==> config.mk <==
export PLATFORM = sky130hd
export DESIGN_NAME = breadboard_sweep_ctrl
export DESIGN_NICKNAME = d
export VERILOG_FILES = /design/src/rtl/breadboard_pkg.sv /design/src/rtl/settle_timer.sv /design/src/rtl/breadboard_sweep_ctrl.sv
export SDC_FILE = /design/constraint.sdc
export NUM_CORES = 1
export LEC_CHECK = 0
export CAP_MARGIN = 15
export CORE_MARGIN = 2
export CORE_UTILIZATION = 40
export CTS_CLUSTER_SIZE = 8
export DETAILED_ROUTE_END_ITERATION = 8
export PLACE_DENSITY = 0.84
export SLEW_MARGIN = 20
export SYNTH_ARGS = -nofsm -noshare
export SYNTH_HDL_FRONTEND = slang
export SYNTH_HIERARCHICAL = 1
export SYNTH_SLANG_ARGS = --single-unit
==> constraint.sdc <==
create_clock -name clk -period 1.91 [get_ports clk]
set_input_delay 0.382 -clock clk [delete_from_list [all_inputs] [get_ports clk]]
set_output_delay 0.382 -clock clk [all_outputs]
set_load 0.1 [all_outputs]
==> src/rtl/breadboard_pkg.sv <==
// breadboard_pkg: shared state encoding and default sizes for the breadboard sweep controller.
package breadboard_pkg;
    localparam int DEFAULT_NUM_IN  = 4;
    localparam int DEFAULT_NUM_OUT = 10;
    localparam int NUM_VEC         = 2 ** DEFAULT_NUM_IN;
    typedef enum logic [2:0] {IDLE, SETTLE, CAPTURE, EMIT, DONE} state_t;
endpackage

==> src/rtl/settle_timer.sv <==
// settle_timer: load/enable counter whose terminal-count flag marks the last settle cycle.
module settle_timer #(
    parameter int LIMIT = 2
) (
    input  logic clk,
    input  logic rst,
    input  logic load,
    input  logic en,
    output logic tc
);
    localparam int W = $clog2(LIMIT + 1);
    logic [W-1:0] count;
    assign tc = count == W'(LIMIT - 1);
    always_ff @(posedge clk) begin
        if (rst || load) count <= '0;
        else if (en) count <= count + 1'b1;
    end
endmodule

==> src/rtl/breadboard_sweep_ctrl.sv <==
// breadboard_sweep_ctrl: clocked truth-table sweep of the breadboard with valid/ready result port.
// Optional build macro SWEEP_SIGNATURE_EN adds a rotate-xor signature over all captured outputs.
module breadboard_sweep_ctrl
    import breadboard_pkg::*;
#(
    parameter int NUM_IN        = DEFAULT_NUM_IN,
    parameter int NUM_OUT       = DEFAULT_NUM_OUT,
    parameter int SETTLE_CYCLES = 2
) (
    input  logic               clk,
    input  logic               rst,
    input  logic               start,
    input  logic               abort,
    output logic [NUM_IN-1:0]  dut_in,
    input  logic [NUM_OUT-1:0] dut_out,
    output logic               rd_valid,
    input  logic               rd_ready,
    output logic [NUM_IN-1:0]  rd_index,
    output logic [NUM_OUT-1:0] rd_data,
    output logic               busy,
    output logic               done,
    output logic [NUM_OUT-1:0] signature
);
    if (SETTLE_CYCLES < 1 || SETTLE_CYCLES > 255) begin : g_bad_settle
        $error("SETTLE_CYCLES must be in 1..255");
    end
    state_t state, state_nx;
    logic [NUM_IN-1:0] index;
    logic tc, last, go;
    assign last     = index == {NUM_IN{1'b1}};
    assign go       = state == IDLE && start && !abort;
    assign busy     = state != IDLE;
    assign done     = state == DONE;
    assign rd_valid = state == EMIT;
    assign dut_in   = (state == SETTLE || state == CAPTURE || state == EMIT) ? index : '0;
    settle_timer #(.LIMIT(SETTLE_CYCLES)) u_timer (
        .clk (clk),
        .rst (rst),
        .load(state != SETTLE),
        .en  (state == SETTLE),
        .tc  (tc)
    );
    always_comb begin
        state_nx = state;
        case (state)
            IDLE:    state_nx = start ? SETTLE : IDLE;
            SETTLE:  state_nx = tc ? CAPTURE : SETTLE;
            CAPTURE: state_nx = EMIT;
            EMIT:    state_nx = !rd_ready ? EMIT : last ? DONE : SETTLE;
            default: state_nx = IDLE;
        endcase
        if (abort) state_nx = IDLE;
    end
    always_ff @(posedge clk) begin
        if (rst) begin
            state    <= IDLE;
            index    <= '0;
            rd_index <= '0;
            rd_data  <= '0;
        end else begin
            state <= state_nx;
            if (state == IDLE) index <= '0;
            else if (state == EMIT && rd_ready && !last && !abort) index <= index + 1'b1;
            if (state == CAPTURE) begin
                rd_data  <= dut_out;
                rd_index <= index;
            end
        end
    end
`ifdef SWEEP_SIGNATURE_EN
    always_ff @(posedge clk) begin
        if (rst || go) signature <= '0;
        else if (state == CAPTURE) signature <= {signature[NUM_OUT-2:0], signature[NUM_OUT-1]} ^ dut_out;
    end
`else
    assign signature = '0;
    logic unused_go;
    assign unused_go = go;
`endif
endmodule

; Word level (Yosys, flattened, before mapping)
; Cells that the tools add are included.
[totals]
wordCells = 32
ff_bits = 23
out_inout_bits = 31
[classes]
muxes = 6
n_reduce_logical = 12
n_eq_ne = 7
add_sub_neg = 2
[op_table]
columns = op, n
row1 = case mux 3 bit (4 select lines), 1
row2 = == test 3 x 2 -> 1 bit (second input constant), 2
row3 = 2-to-1 mux 3 bit, 2
row4 = adder 4 x 1 -> 4 bit (second input constant), 1
row5 = == test 4 bit (second input constant), 1
row6 = 2-to-1 mux 4 bit, 1
row7 = OR reduction 2 bit, 2
row8 = == test 3 x 1 -> 1 bit (second input constant), 1
row9 = == test 3 bit (second input constant), 1
row10 = logical AND 1 bit, 3
row11 = logical NOT 3 bit, 1
row12 = logical OR 1 bit, 3
row13 = != test 3 x 1 -> 1 bit (second input constant), 1
row14 = nonzero test 3 bit, 1
row15 = adder 2 x 1 -> 2 bit (second input constant), 1
row16 = == test 2 x 1 -> 1 bit (second input constant), 1
row17 = logical NOT 1 bit, 2
row18 = 2-to-1 mux 2 bit, 1
row19 = 2-to-1 mux 1 bit, 1

; Logic depth before layout (Yosys ltp)
[depth]
word_depth = 4
depth_mapped = 6
depth_no_buf = 5

; Cells and area by module
; Netlist, hierarchy kept.
[by_module_without_submodules]
columns = module, area_per_inst_um2, seq_area_each_um2, instances, cells_per_inst
row1 = breadboard_sweep_ctrl, 1041.0, 420.4, 1, 125
row2 = settle_timer, 93.8, 40.0, 1, 8

; Least setup slack after synthesis
; No wires, ideal clock.
[synth_path]
path_type = register -> output
startpoint = register state[1]
endpoint = output port dut_in[0]
path_buffers = 1
path_slack_ns = 0.137
stages_incl_launch_ff = 5
arrival_ns = 1.391
path_cell_list = dfxtp_1 > buf_4 > nor2_1 > nor2_1 > and2_1
[synth_between]
elab_chain_len = 4
[synth_rtl]
columns = element, line
row1 = "start, declared", breadboard_sweep_ctrl.sv:27  ; state_t state, state_nx;
row2 = "start signal, assigned", breadboard_sweep_ctrl.sv:61  ; state <= state_nx;
row3 = == test 3 x 1 -> 1 bit / == test 3 x 2 -> 1 bit (equally long branches), breadboard_sweep_ctrl.sv:35  ; assign dut_in = (state == SETTLE || state == CAPTURE || state == EMIT) ? index : '0;
row4 = logical OR 1 bit, breadboard_sweep_ctrl.sv:35
row5 = logical OR 1 bit *, breadboard_sweep_ctrl.sv:35
row6 = 2-to-1 mux 4 bit *, breadboard_sweep_ctrl.sv:35
row7 = "end, declared", breadboard_sweep_ctrl.sv:14  ; output logic [NUM_IN-1:0] dut_in,
; Mark *: on every way between the ends. The rest lies on a longest branch, timed or not.

; Worst setup path after layout
[layout_path]
startpoint = register state[2]
endpoint = output port rd_valid
[layout_between]
elab_chain_len = 1
[layout_rtl]
columns = element, line
row1 = == test 3 x 2 -> 1 bit, breadboard_sweep_ctrl.sv:34  ; assign rd_valid = state == EMIT;
row2 = "end, declared", breadboard_sweep_ctrl.sv:16  ; output logic rd_valid,
; No other way between the ends.

==> impl_metrics.json <==
{
  "maxCapViolations": 0,
  "die_w_um": 57.3,
  "ys_seq_area_share_pct": 40.6,
  "syn_area_um2": 1130,
  "dp_hpwl_um": 1860,
  "synth.distinct_cells": 34,
  "multi_input_area_um2": 573,
  "synth-seq-cells": 23,
  "ys.flop_type": "dfxtp_1",
  "fin_crit_ps": 1760,
  "yosys-top-cells-area": "dfxtp_1, nand2_1, buf_4",
  "power_density_nw_per_um2": 564,
  "critPathBufInv": 2,
  "ant_nets": 0,
  "fin_hold_ws_ps": 465,
  "finalHoldViolCount": 0,
  "ir_drop_v": 0.000412,
  "portBuffers": 35,
  "critPathTopFamily": "flip-flops",
  "path_max_fanout": 8,
  "slew_viol_final": 0,
  "drt-pass1-iter-count": 4,
  "first_iter_violations": 32,
  "h-tree-depth": 1,
  "clk_latency_ps": 310,
  "hold_buffers": 0,
  "fin_util_pct": 56.4,
  "syn_avg_cell_area_um2": 8.53,
  "wl_per_cell_um": 12.1,
  "max_freq_ghz": 0.569,
  "overflow": 0,
  "yosysMostFrequentCell": "nand2_1",
  "vias": 1005,
  "critPathCaptureType": "primary output",
  "seqCellArea_um2": 468,
  "clockRootBuffer": "clkbuf_4",
  "cts_tree": "built",
  "cts_inserted_buffers": 3,
  "drive_gt1_share_pct": 24.4,
  "status": "finished clean",
  "io_pins": 46,
  "cts_sinks": 23,
  "grt_pass1_wl_um": 3980,
  "grt_pass1_vias": 939,
  "leakagePower_nw": 0.625,
  "track_usage_pct": 15.3,
  "cts_buffer_depth": 2,
  "clkTransAtPathRegs_ps": 130,
  "path_class": "flop to primary output",
  "post-cts-setup-buffers": 0,
  "rsz0062_at_grt": "no",
  "cp-start-kind": "flop",
  "core_area_um2": 2730,
  "setup_viol": 0,
  "tns_ps": 0,
  "drc": 0,
  "antenna_cells": 0,
  "drt-total-wl_um": 2410,
  "async_reset_ff_share_pct": 0,
  "syn_inst": 133,
  "skew_ps": 2.87,
  "arrival_ps": 1380,
  "period_share_pct": 92.0,
  "viasPerCell": 5.05,
  "synth-edff-count": 0,
  "grt_max_degree": 19,
  "finalInstanceArea_um2": 1540,
  "crit_slowest_cell": "dfxtp_1",
  "antenna_found_initial": 0,
  "worstPathRequired_ps": 1530,
  "place_congestion": 0.795,
  "yosys_warnings": 6,
  "die_area_um2": 3280,
  "dpl-instance-area_um2": 1500,
  "synthToLayoutAreaGrowth_pct": 35.8,
  "synth.top_cell.area_share_pct": 40.6,
  "crit_chain": "nand3b_4, inv_1, buf_12",
  "yosys.area.top_type": "dfxtp_1",
  "fin_nets": 186,
  "synthTopCellsByCount": "nand2_1, dfxtp_1, a21oi_1",
  "die_y_um": 57.3,
  "start_util_pct": 41.5,
  "fillers": 232,
  "slowest_delay_ps": 530,
  "hp-class": "flop to flop",
  "row_count": 19
}
==> worst paths after layout <==
check	endpoint	slack, ps	cells past startpoint	start
max	rd_valid	150	3	state[2]
min	rd_data[0]	470	2	rd_data[0]
max reg2reg	index[3]	330	4	index[0]
min reg2reg	rd_data[0]	470	2	rd_data[0]
==> power breakdown <==
| part | internal [mW] | switching [mW] | total [mW] |
|---|---|---|---|
| sequential | 0.479 | 0.00374 | 0.483 |
| combinational | 0.0402 | 0.120 | 0.160 |
| clock | 0.0783 | 0.149 | 0.227 |
| total | 0.598 | 0.272 | 0.870 |
==> stage by stage <==
stage / setup slack [ps] / total power [mW] / std cells
floorplan: 137 / 0.626 / 142
global placement: 175 / 0.651 / 195
detailed placement: 135 / 0.654 / 195
CTS: 48.7 / 0.875 / 199
global route: 65.3 / 0.909 / 199
finish: 152 / 0.870 / 199
==> cell type report <==
cell class | count | share of cell area (%)
multi-input cells | 97 | 37.2
clock buffers | 3 | 1.46
flip-flops and latches | 23 | 30.4
inverters | 5 | 1.22
repair buffers | 39 | 26.9
clock inverters | 1 | 0.325
well taps | 31 | 2.52
==> logic make-up after synthesis <==
kind of cell / Yosys count / share of synthesized area (%)
AOI/OAI and AO/OA: 21 / 11.0
xor gates and xnor gates: 1 / 0.772
adders and majority gates: 2 / 2.20
buffers and inverters: 22 / 12.7
DFF: 23 / 40.6
muxes: 3 / 2.87
other: 1 / 0.330
and+or+nand+nor: 60 / 29.5
==> worst min-delay path: stages (launching register included) <==
cell	delay [ps]
dfxtp_1	330
nand2_1	50
a21oi_1	50
==> metal layers <==
| layer | vias to the layer above | part of all wire (%) | global-route usage [%] |
|---|---|---|---|
| met4 | 0 | 1.1 | 5.98 |
| met1 | 467 | 41 | 17.8 |
| met5 | - | 0 | 0 |
| met3 | 4 | 4.4 | 2.95 |
| li1 | 503 | - | - |
| met2 | 31 | 54 | 27.6 |
==> cell usage in the layout, fill, tap and decap left out, types with 2 or more instances in the layout <==
cell             instances
and2_1                   5
nor3b_1                  3
clkdlybuf4s50_1         14
dfxtp_1                 21
mux2_2                   2
nand3b_1                 2
nor3_2                   2
clkbuf_4                 3
nor2_1                   2
ha_1                     2
a21oi_1                 16
nor3_1                   2
conb_1                  10
inv_1                    5
dfxtp_4                  2
buf_12                   7
nor4_1                   3
nand2_1                 30
buf_4                   18
==> timing repair <==
| action | CTS | global route |
|---|---|---|
| gates resized for setup | 2 | 4 |
| setup endpoints to repair | 5 | 5 |
| gates cloned | 0 | 0 |
==> sequential cells by signal (all words and copies together) (netlist names) <==
signal / cells
index: 4
state: 3
rd_index: 4
rd_data: 10
u_timer/count: 2
(Power assumes the default switching activity.)
